### config.mk
export PLATFORM = sky130hd
export DESIGN_NAME = cla_pipelined_subtractor_flat
export DESIGN_NICKNAME = d
export VERILOG_FILES = /design/src/rtl/cla_pipelined_subtractor_if.sv /design/src/rtl/cla_pipelined_subtractor.sv /design/src/flat_wrapper.sv
export SDC_FILE = /design/constraint.sdc
export NUM_CORES = 1
export LEC_CHECK = 0
export CORE_UTILIZATION = 55
export DETAILED_ROUTE_END_ITERATION = 8
export DONT_BUFFER_PORTS = 1
export GPL_ROUTABILITY_DRIVEN = 0
export GPL_TIMING_DRIVEN = 0
export PLACE_DENSITY_LB_ADDON = 0.25
export SLEW_MARGIN = 15
export SYNTH_ARGS = -nofsm -noshare
export SYNTH_HDL_FRONTEND = slang
export SYNTH_SLANG_ARGS = --single-unit
### constraint.sdc
create_clock -name clk -period 3.3 [get_ports clk]
set_clock_uncertainty 0.15 [all_clocks]
set_input_delay 0.495 -clock clk [delete_from_list [all_inputs] [get_ports clk]]
set_output_delay 0.495 -clock clk [all_outputs]
set_load 0.01 [all_outputs]
### src/rtl/cla_pipelined_subtractor_if.sv
// Operand/result handshake bundle for cla_pipelined_subtractor.
// The master drives operands and out_ready; the slave (the subtractor) drives results and in_ready.
interface cla_pipelined_subtractor_if #(
    parameter int WIDTH = 16
);
    logic [WIDTH:1] A;
    logic [WIDTH:1] B;
    logic           Bin;
    logic           in_valid;
    logic           in_ready;
    logic [WIDTH:1] D;
    logic           Bout;
    logic           out_valid;
    logic           out_ready;

    modport master (
        output A, B, Bin, in_valid, out_ready,
        input  in_ready, D, Bout, out_valid
    );

    modport slave (
        input  A, B, Bin, in_valid, out_ready,
        output in_ready, D, Bout, out_valid
    );
endinterface

### src/rtl/cla_pipelined_subtractor.sv
// Two-stage parallel-prefix subtractor, D = A - B - Bin, computed as A + ~B + ~Bin with borrow = ~carry.
// Optional CLA_SUB_SATURATE_EN clamps D to zero whenever a borrow-out occurs.
module cla_pipelined_subtractor #(
    parameter int WIDTH   = 16,
    parameter int VALENCY = 2
) (
    input  logic                        clk,
    input  logic                        rst_n,
    cla_pipelined_subtractor_if.slave   bus
);

    function automatic int calc_levels(input int n, input int v);
        int lv;
        int span;
        lv   = 0;
        span = 1;
        for (int k = 0; k < 32; k++) begin
            if (span < n) begin
                span = span * v;
                lv   = lv + 1;
            end else begin
                span = span;
            end
        end
        return lv;
    endfunction

    // Prefix depth needed for the tree to span bit 0 (the carry-in) up to bit WIDTH.
    localparam int LEVELS = calc_levels(WIDTH + 1, VALENCY);

    logic           s1_valid_q, s1_valid_d;
    logic [WIDTH:1] s1_g_q, s1_g_d;
    logic [WIDTH:1] s1_p_q, s1_p_d;
    logic           s1_g0_q, s1_g0_d;
    logic           s2_valid_q, s2_valid_d;
    logic [WIDTH:1] d_q, d_d;
    logic           bout_q, bout_d;
    logic           en1_s, en2_s;

    // A stage may load when it is empty or when the stage after it is moving.
    assign en2_s        = ~s2_valid_q | bus.out_ready;
    assign en1_s        = ~s1_valid_q | en2_s;
    assign bus.in_ready = en1_s & rst_n;

    // Stage-1 next state: bitwise generate/propagate of A + ~B, carry-in ~Bin.
    always_comb begin
        s1_valid_d = s1_valid_q;
        s1_g_d     = s1_g_q;
        s1_p_d     = s1_p_q;
        s1_g0_d    = s1_g0_q;
        if (en1_s) begin
            s1_valid_d = bus.in_valid;
            if (bus.in_valid) begin
                s1_g_d  = bus.A & ~bus.B;
                s1_p_d  = bus.A ^ ~bus.B;
                s1_g0_d = ~bus.Bin;
            end else begin
                s1_g_d  = s1_g_q;
                s1_p_d  = s1_p_q;
                s1_g0_d = s1_g0_q;
            end
        end else begin
            s1_valid_d = s1_valid_q;
        end
    end

    // Group-PG prefix tree; level 0 holds the bitwise terms with bit 0 = (G0 = ~Bin, P0 = 0).
    wire [LEVELS:0][WIDTH:0] g_lvl_s;
    wire [LEVELS:0][WIDTH:0] p_lvl_s;
    logic                    unused_p_s;

    assign g_lvl_s[0] = {s1_g_q, s1_g0_q};
    assign p_lvl_s[0] = {s1_p_q, 1'b0};
    assign unused_p_s = ^p_lvl_s[LEVELS];

    for (genvar l = 0; l < LEVELS; l++) begin : g_level
        localparam int SPAN = VALENCY ** l;
        for (genvar i = 0; i <= WIDTH; i++) begin : g_cell
            localparam int J1 = i - SPAN;
            localparam int J2 = i - 2 * SPAN;
            localparam int J3 = i - 3 * SPAN;
            logic g1_s, p1_s;

            if (J1 >= 0) begin : g_m1
                assign g1_s = g_lvl_s[l][i] | (p_lvl_s[l][i] & g_lvl_s[l][J1]);
                assign p1_s = p_lvl_s[l][i] & p_lvl_s[l][J1];
            end else begin : g_t1
                assign g1_s = g_lvl_s[l][i];
                assign p1_s = p_lvl_s[l][i];
            end

            if (VALENCY == 4) begin : g_v4
                logic g2_s, p2_s, g3_s, p3_s;
                if (J2 >= 0) begin : g_m2
                    assign g2_s = g1_s | (p1_s & g_lvl_s[l][J2]);
                    assign p2_s = p1_s & p_lvl_s[l][J2];
                end else begin : g_t2
                    assign g2_s = g1_s;
                    assign p2_s = p1_s;
                end
                if (J3 >= 0) begin : g_m3
                    assign g3_s = g2_s | (p2_s & g_lvl_s[l][J3]);
                    assign p3_s = p2_s & p_lvl_s[l][J3];
                end else begin : g_t3
                    assign g3_s = g2_s;
                    assign p3_s = p2_s;
                end
                assign g_lvl_s[l+1][i] = g3_s;
                assign p_lvl_s[l+1][i] = p3_s;
            end else begin : g_v2
                assign g_lvl_s[l+1][i] = g1_s;
                assign p_lvl_s[l+1][i] = p1_s;
            end
        end
    end

    logic [WIDTH:0] gi_s;
    logic [WIDTH:1] d_calc_s;
    logic           bout_calc_s;

    assign gi_s        = g_lvl_s[LEVELS];
    assign bout_calc_s = ~gi_s[WIDTH];

    // Sum bits from the prefix carries, optionally clamped on borrow.
    always_comb begin
        d_calc_s = s1_p_q ^ gi_s[WIDTH-1:0];
`ifdef CLA_SUB_SATURATE_EN
        if (bout_calc_s) begin
            d_calc_s = {WIDTH{1'b0}};
        end else begin
            d_calc_s = s1_p_q ^ gi_s[WIDTH-1:0];
        end
`endif
    end

    // Stage-2 next state: bubbles leave the previous D/Bout in place.
    always_comb begin
        s2_valid_d = s2_valid_q;
        d_d        = d_q;
        bout_d     = bout_q;
        if (en2_s) begin
            s2_valid_d = s1_valid_q;
            if (s1_valid_q) begin
                d_d    = d_calc_s;
                bout_d = bout_calc_s;
            end else begin
                d_d    = d_q;
                bout_d = bout_q;
            end
        end else begin
            s2_valid_d = s2_valid_q;
        end
    end

    // Pipeline registers with synchronous active-low reset.
    always_ff @(posedge clk) begin
        if (!rst_n) begin
            s1_valid_q <= 1'b0;
            s1_g_q     <= {WIDTH{1'b0}};
            s1_p_q     <= {WIDTH{1'b0}};
            s1_g0_q    <= 1'b0;
            s2_valid_q <= 1'b0;
            d_q        <= {WIDTH{1'b0}};
            bout_q     <= 1'b0;
        end else begin
            s1_valid_q <= s1_valid_d;
            s1_g_q     <= s1_g_d;
            s1_p_q     <= s1_p_d;
            s1_g0_q    <= s1_g0_d;
            s2_valid_q <= s2_valid_d;
            d_q        <= d_d;
            bout_q     <= bout_d;
        end
    end

    assign bus.D         = d_q;
    assign bus.Bout      = bout_q;
    assign bus.out_valid = s2_valid_q;

endmodule

### src/flat_wrapper.sv
// flat-port wrapper written by rule: the top's interface ports become plain ports
module cla_pipelined_subtractor_flat 
#(
    parameter int WIDTH   = 16,
    parameter int VALENCY = 2
)
  (clk, rst_n, bus_A, bus_B, bus_Bin, bus_in_valid, bus_out_ready, bus_in_ready, bus_D, bus_Bout, bus_out_valid);
  cla_pipelined_subtractor_if #(.WIDTH(WIDTH)) bus_i ();
  input  logic clk;
  input  logic rst_n;
  input wire logic [$bits(bus_i.A)-1:0] bus_A;
  input wire logic [$bits(bus_i.B)-1:0] bus_B;
  input wire logic [$bits(bus_i.Bin)-1:0] bus_Bin;
  input wire logic [$bits(bus_i.in_valid)-1:0] bus_in_valid;
  input wire logic [$bits(bus_i.out_ready)-1:0] bus_out_ready;
  output wire logic [$bits(bus_i.in_ready)-1:0] bus_in_ready;
  output wire logic [$bits(bus_i.D)-1:0] bus_D;
  output wire logic [$bits(bus_i.Bout)-1:0] bus_Bout;
  output wire logic [$bits(bus_i.out_valid)-1:0] bus_out_valid;
  assign bus_i.A = bus_A;
  assign bus_i.B = bus_B;
  assign bus_i.Bin = bus_Bin;
  assign bus_i.in_valid = bus_in_valid;
  assign bus_i.out_ready = bus_out_ready;
  assign bus_in_ready = bus_i.in_ready;
  assign bus_D = bus_i.D;
  assign bus_Bout = bus_i.Bout;
  assign bus_out_valid = bus_i.out_valid;
  cla_pipelined_subtractor #(.WIDTH(WIDTH), .VALENCY(VALENCY)) u_core (.clk(clk), .rst_n(rst_n), .bus(bus_i));
endmodule
==> results.ini, run 1 <==
[grt]
antenna_found_initial = 0
grt_max_degree = 14
grt.overflow.total = 0
grt_pass1_wl_um = 9980
first_global_vias = 2080
track_usage_pct = 24.9

[yosys]
synthSimpleGateAreaFrac_pct = 21.3
synth_fp_nets = 398
synth_compound_area_share_pct = 25.9
yosysWarnings = 0
muxShareOfSynthArea_pct = 0
synth_area_um2 = 2780
ys_types = 48
synthXorXnorAreaFrac_pct = 2.52
synthArstFlopShare_pct = 0
synth_ff_type = dfxtp_1
synth_top_family_by_area = compound AO/OA/AOI/OAI gates
synth_adder_area_share_pct = 7.66
syn_area_per_cell_um2 = 8.07
netlist_instances = 344
synth_edf_count = 0
ys_seq_elements = 52
yosysSeqAreaShare_pct = 37.5

[outcome]
status = finished clean

[timing]
worst_slew_pin_slew_ps = 595
period_minus_slack_ps = 2240
fin_ws_ps = 1060
rsz0062_at_grt = false
final-hold-violation-count = 0
final-setup-viol-count = 0
slew_violations = 0
finalSetupTns_ps = 0
max_freq_mhz = 446
post-route-period-util_pct = 68.0
max-slew-margin-rel_pct = 60.3

[critical_path]
crit_arrival_ps = 2300
startpoint_type = register
critical_path_required_ps = 3360
path_max_fanout = 10
crit_type = register to register
end_kind = register

[route]
dr.pass1.iters = 4
drc_errors = 0
drt_iter0_drc = 147
routedWlPerCell_um = 14.8
avgViaCountPerCell = 5.70
totalWireLength_um = 6160
ant_nets = 0
num_vias = 2371

[floorplan]
io_pins = 56
rows = 25
start_util_pct = 58.0
dieArea_um2 = 5340
die_w_um = 73.1
fp.coreArea_um2 = 4790
die_h_um = 73.1

[power_and_ir_drop]
ir_worst_vdd_v = 0.000202
leakage_nw = 1.20
power_per_cell_area_nw_per_um2 = 406

[clocking]
cts_buffer_depth = 2
clk_pin_slew_ps = 90
cts_sinks = 52
worst_skew_pair.late_latency_ps = 300
cts_setup_buffers = 0
ctsHoldBuffers = 0
cts_buffers = 5
cts_tree = done
post_cts_resized = 0
clock-root-buffer = clkbuf_8
htreeDepth = 2

[cells_and_area]
diodes = 0
syn_to_final_growth_pct = 5.50
drive_gt1_share_pct = 4.30
fin_nets = 405
final_cell_mix = nand2_1 (85), dfxtp_1 (52), a21boi_0 (35)
final_common_cell = nand2_1
fillers = 454

[place]
pre_cts_ws_ps = 1010
portBuffers = 0
dp_hpwl_um = 4590

[hold_path]
worstHoldPathType = primary input to register

[run]
max_cap_viol_count = 0

power breakdown:
group / total, mW / switching (mW) / internal, mW
registers: 0.701 / 0.0409 / 0.660
logic: 0.156 / 0.0914 / 0.0642
clock network: 0.332 / 0.195 / 0.137
critical path, stage by stage, from the launching register on:
cell	delay, ps
dfxtp_1	380
nor2b_1	290
nand2b_1	210
clkbuf_1	410
clkbuf_1	390
o21ai_0	150
and2_1	170
through the flow:
step                hold slack, ps  util (%)  total power [mW]  std cells  cell area, um2
floorplan                      294         -             0.825        344            2780
global placement               318      59.8             0.864        411            2860
detailed placement             320      59.8             0.870        411            2860
CTS                            188      61.2              1.19        416            2930
global route                   201      61.2              1.24        416            2930
finish                         192      61.2              1.19        416            2930
sequential cells by signal (all words and copies together), names as in the netlist:
name / count
u_core.s1_valid_q: 1
u_core.bus.D: 16
u_core.bus.Bout: 1
u_core.bus.out_valid: 1
u_core.s1_p_q: 16
u_core.g_level.g_cell.g1_s: 1
u_core.s1_g_q: 16
final cells by class:
class,instances,area [um2],share of cell area [%]
clock buffers,5,68.8,2.35
multi-input cells,254,1590,54.4
well taps,67,83.8,2.86
inverters,20,75.1,2.56
plain buffers,18,67.6,2.31
flip-flops and latches,52,1040,35.5
Yosys cell counts (2+ instances only):
master	count	area share [%]
and3_1	3	0.68
o21a_1	4	1.1
o21bai_1	2	0.54
a32o_1	2	0.72
nand2_1	85	11
nor3b_1	2	0.54
nand3_1	6	1.1
o21ai_0	13	2.3
dfxtp_1	52	37
a21boi_0	35	9.5
and3_2	2	0.54
xnor2_1	7	2.2
buf_1	3	0.41
clkbuf_1	15	2.0
inv_1	20	2.7
nor2_1	8	1.1
nor3_1	2	0.36
nand4_1	4	0.90
a21o_1	6	1.6
a211o_1	3	0.95
a221oi_1	2	0.63
and2_1	8	1.8
a21oi_1	14	2.5
nor2b_1	4	0.90
ha_1	17	7.7
o31ai_1	3	0.81
cells by family (layout without fill, tap and decap cells):
kind of cell | count (synthesis) | count (layout)
and+or+nand+nor | 131 | 131
AOI/OAI and AO/OA | 98 | 98
DFF | 52 | 52
buffers and inverters | 38 | 43
adders and majority gates | 17 | 17
xor gates and xnor gates | 8 | 8
path summary, 6_finish.rpt:
kind,start,to,slack [ps],cells after the start
max reg2reg,u_core.bus.out_valid,u_core.bus.D[5],1060,6
min,bus_in_valid,u_core.s1_valid_q,190,2
min reg2reg,u_core.s1_g_q[16],u_core.s1_g_q[16],330,2
max,u_core.bus.out_valid,u_core.bus.D[5],1060,6
layer usage:
| layer | GRT usage, % | vias up | part of all wire, % |
|---|---|---|---|
| li1 | - | 1187 | - |
| met1 | 33.3 | 1093 | 46 |
| met2 | 40.9 | 83 | 47 |
| met3 | 5.25 | 8 | 6.2 |
| met4 | 6.32 | 0 | 1.0 |
| met5 | 0 | - | 0 |
No activity file was read; power rests on OpenSTA's default activity.
==> inputs of run 2 (changes only) <==
==> constraint.sdc (replaced) <==
create_clock -name clk -period 2 [get_ports clk]
set_clock_uncertainty 0.15 [all_clocks]
set_input_delay 0.3 -clock clk [delete_from_list [all_inputs] [get_ports clk]]
set_output_delay 0.3 -clock clk [all_outputs]
set_load 0.01 [all_outputs]
==> run 2 against run 1 <==
Effect of this change: the flow now finishes with violations (setup timing); worst hold slack got worse by 180 ps; critical path type unchanged; sequential share of layout area decreased by 1.0 points; count of clock-buffer cells in the layout did not move; combinational power rose by 80%; fmax increased by 11%; sequential cell count stayed put; wire length rose by 2.3%; total power increased by 67%; die area unchanged; via count rose by 1.1%; sequential power is 65% higher; largest power group unchanged; non-clock buffer count up 7.
==> results.ini, run 2 (synthesis gave the netlist of run 1 again) <==
[outcome]
status = complete, but fails checks
violations = setup timing

[grt]
grt_pass1_wl_um = 10100
track_usage_pct = 25.1
busiest_layer = met2
grt.overflow.total = 0
grt_max_degree = 14
first_global_vias = 2121
globalRouteMet2Util_pct = 41.6
grt_use_met3_pct = 4.83
antenna_found_initial = 0
use_met1_pct = 33.5

[critical_path]
critical_path_required_ps = 2050
startpoint_type = register
crit_type = register to register
path_max_fanout = 3
end_kind = register
crit_arrival_ps = 2070

[power_and_ir_drop]
p_int_mw = 1.44
ir_worst_vdd_v = 0.000330
clockPowerShare_pct = 27.6
power_per_cell_area_nw_per_um2 = 646
switchingPower_mw = 0.549
leakage_nw = 1.28
pwr-share-comb_pct = 14.1
seqPwrFrac_pct = 58.2
swShare_pct = 27.7
totalPowerFinal_mw = 1.98

[cells_and_area]
utilization_pct = 64.2
fin_nets = 412
fin_area_um2 = 3070
syn_to_final_growth_pct = 10.7
final_cell_count_no_fill = 423
final_cell_mix = nand2_1 (85), dfxtp_1 (44), a21boi_0 (35)
diodes = 0
drive_gt1_share_pct = 12.9
final_common_cell = nand2_1

[floorplan]
dieArea_um2 = 5340
die_w_um = 73.1
rows = 25
die_h_um = 73.1
io_pins = 56
fp.coreArea_um2 = 4790
start_util_pct = 58.0

[clocking]
worst_skew_pair.late_latency_ps = 300
cts_buffer_depth = 2
htreeDepth = 2
clk_pin_slew_ps = 90
cts_tree = done
cts_buffers = 5
clock-root-buffer = clkbuf_8
cts_sinks = 52

[route]
totalWireLength_um = 6310
avgViaCountPerCell = 5.67
drt_iter0_drc = 236
num_vias = 2398
dr.pass1.iters = 4
ant_nets = 0
drc_errors = 0
routedWlPerCell_um = 14.9

[timing]
max_freq_mhz = 495
whs_ps = 13.3
worst_slew_pin_slew_ps = 466
fin_ws_ps = -21.7
slew_violations = 0
rsz0062_at_grt = true
period_minus_slack_ps = 2020
max-slew-margin-rel_pct = 68.9
final-setup-viol-count = 2
post-route-period-util_pct = 101
final-hold-violation-count = 0
finalSetupTns_ps = -26.3

[place]
pre_cts_ws_ps = -206
post_dp_cell_area_um2 = 2860
dp_hpwl_um = 4590
portBuffers = 0
placed_cells = 411

[hold_path]
worstHoldPathType = primary input to register

[run]
max_cap_viol_count = 0

-- run 2: cell type report --
| cell class | count | area (um2) |
|---|---|---|
| Fill cell | 423 | 1710 |
| Clock buffer | 5 | 68.8 |
| Inverter | 20 | 75.1 |
| Multi-Input combinational cell | 254 | 1650 |
| Tap cell | 67 | 83.8 |
| Timing Repair Buffer | 8 | 62.6 |
| Buffer | 17 | 75.1 |
| Sequential cell | 52 | 1060 |
-- run 2: layer usage --
metal  up-vias  routed length (um)
met1      1082                2910
met5         -                   0
met4         0                 108
met3        14                 427
li1       1210                   -
met2        92                2860
-- run 2: what timing repair did --
item                       4_1_cts  5_1_grt
hold endpoints to repair         1        0
hold buffers                     1        0
gates resized for setup         21       14
pin swaps                        2        7
setup endpoints to repair       34       44
buffers inserted                 2        5
-- run 2: final timing paths --
check	start	end	slack [ps]	depth (start not counted)
worst max-delay path	u_core.s1_g_q[6]	u_core.bus.D[14]	-20	6
worst min-delay path	bus_Bin	u_core.g_level[0].g_cell[0].g1_s	10	2
worst max register to register	u_core.s1_g_q[6]	u_core.bus.D[14]	-20	6
worst min register to register	u_core.s1_g_q[16]	u_core.s1_g_q[16]	330	2
-- run 2: power groups by stage --
| stage | Sequential (mW) | Clock, mW | Combinational [mW] |
|---|---|---|---|
| floorplan | 1.16 | 0 | 0.200 |
| global placement | 1.18 | 0 | 0.249 |
| detailed placement | 1.18 | 0 | 0.256 |
| CTS | 1.16 | 0.552 | 0.268 |
| global route | 1.17 | 0.595 | 0.321 |
| finish | 1.16 | 0.548 | 0.281 |
-- run 2: critical path, cell delays in order, from the launching register on --
cell and delay (ps):
dfxtp_4 350, a211o_1 320, a2111oi_2 310, nor3_1 100, a41o_1 250, o221a_1 220
a211o_1 220
==> inputs of run 3 (changes only) <==
--- a/config.mk
+++ b/config.mk
@@ -5,7 +5,8 @@
 export SDC_FILE = /design/constraint.sdc
 export NUM_CORES = 1
 export LEC_CHECK = 0
-export CORE_UTILIZATION = 55
+export CORE_MARGIN = 2
+export CORE_UTILIZATION = 52
 export DETAILED_ROUTE_END_ITERATION = 8
 export DONT_BUFFER_PORTS = 1
 export GPL_ROUTABILITY_DRIVEN = 0
==> run 3 against run 2 <==
Effect of this change: the flow now finishes without violations; wire length rose by 3.4%; sequential power barely moved; sequential cell count did not move; cell count grew 0.71%; clock power grew 14%; register-to-register slack better by 40 ps; final area up 0.16%; core utilization down 4.3 points; highest routed layer unchanged.
==> results.ini, run 3 (synthesis gave the netlist of run 1 again) <==
[outcome]
status = finished clean

[clocking]
clk_pin_slew_ps = 100
cts_tree = done
worst_skew_pair.late_latency_ps = 310
htreeDepth = 2
cts_sinks = 52
cts_buffer_depth = 2
clock-root-buffer = clkbuf_8
cts_buffers = 5

[power_and_ir_drop]
leakage_nw = 1.28
totalPowerFinal_mw = 2.06
ir_worst_vdd_v = 0.000301
power_per_cell_area_nw_per_um2 = 670

[floorplan]
start_util_pct = 54.0
rows = 26
io_pins = 56
die_h_um = 77.1
dieArea_um2 = 5940
die_w_um = 77.1
fp.coreArea_um2 = 5140

[route]
drt_iter0_drc = 167
avgViaCountPerCell = 5.63
drc_errors = 0
dr.pass1.iters = 4
ant_nets = 0
routedWlPerCell_um = 15.3
num_vias = 2397
totalWireLength_um = 6520

[cells_and_area]
fillers = 514
multi_input_area_um2 = 1640
fin_nets = 409
diodes = 0
fin_area_um2 = 3080
syn_to_final_growth_pct = 10.9
register_area_um2 = 1060
final_common_cell = nand2_1
final_cell_mix = nand2_1 (85), dfxtp_1 (44), a21boi_0 (35)
drive_gt1_share_pct = 13.2

[hold_path]
worstHoldPathType = primary input to register

[grt]
grt_pass1_wl_um = 10500
grt_max_degree = 16
track_usage_pct = 21.9
grt.overflow.total = 0
first_global_vias = 2224
antenna_found_initial = 0

[timing]
final-hold-violation-count = 0
max_freq_mhz = 504
slew_violations = 0
fin_ws_ps = 16.7
worst_slew_pin_slew_ps = 452
max-slew-margin-rel_pct = 69.9
whs_ps = 4.62
rsz0062_at_grt = true
post-route-period-util_pct = 99.2
final-setup-viol-count = 0
period_minus_slack_ps = 1980

[critical_path]
path_max_fanout = 4
worst-r2r-setup-slack_ps = 20
end_kind = register
startpoint_type = register
critical_path_required_ps = 2060
crit_type = register to register
crit_arrival_ps = 2040

[place]
post_dp_cell_area_um2 = 2860
dp_hpwl_um = 4730
pre_cts_ws_ps = -264
portBuffers = 0

[run]
max_cap_viol_count = 0

## run 3: cell count changes in the layout (fill, tap and decap cells not counted), sizes merged
cell,delta
clkbuf,+2
buf,-3
dlygate4sd3,-1
clkinv,+2
## run 3: metal layers
layer,GRT usage (%),vias up,routed length [um]
li1,-,1202,-
met1,29.9,1101,3020
met2,34.7,80,2990
met3,4.12,14,394
met4,7.68,0,110
met5,0,-,0
## run 3: area by class of cell
type / instances / share of cell area (%)
Timing Repair Buffer: 5 / 1.22
Clock buffer: 6 / 2.68
Sequential cell: 52 / 34.6
Multi-Input combinational cell: 254 / 53.4
Tap cell: 70 / 2.85
Clock inverter: 2 / 0.325
Buffer: 17 / 2.52
Inverter: 20 / 2.44
## run 3: timing repair
action	4_1_cts	5_1_grt
pin swaps	1	6
resized for setup	18	21
hold buffers	0	0
buffers inserted	1	4
cloned	0	0
setup endpoints to repair	33	44
endpoints found under the hold margin	0	0
## run 3: final timing paths
kind / end / start / cells past startpoint
worst min-delay path: u_core.s1_valid_q / bus_in_valid / 2
worst max-delay path: u_core.bus.D[14] / u_core.s1_g_q[6] / 6
worst min register to register: u_core.s1_g_q[16] / u_core.s1_g_q[16] / 2
worst max register to register: u_core.bus.D[14] / u_core.s1_g_q[6] / 6
## run 3: through the flow
| step | cells | setup TNS, ps | util, % |
|---|---|---|---|
| 4_1_cts | 423 | 0 | 58.4 |
| 3_5_place_dp | 414 | -2890 | 55.7 |
| 5_1_grt | 426 | -203 | 59.9 |
| 3_3_place_gp | 414 | -1790 | 55.7 |
| 2_1_floorplan | 344 | 0 | - |
| 6_report | 426 | 0 | 59.9 |
## run 3: worst max-delay path: stages, from the launching register on
cell       delay, ps
dfxtp_4          360
a211o_1          320
a2111oi_2        290
nor3_1            90
a41o_1           240
o221a_1          210
a211o_1          220
## run 3: where the power goes
group	leakage [nW]	total [mW]	internal (mW)	switching (mW)
combinational	0.795	0.278	0.119	0.159
sequential	0.430	1.16	1.09	0.0705
clock	0.0510	0.626	0.277	0.349
total	1.28	2.06	1.48	0.579
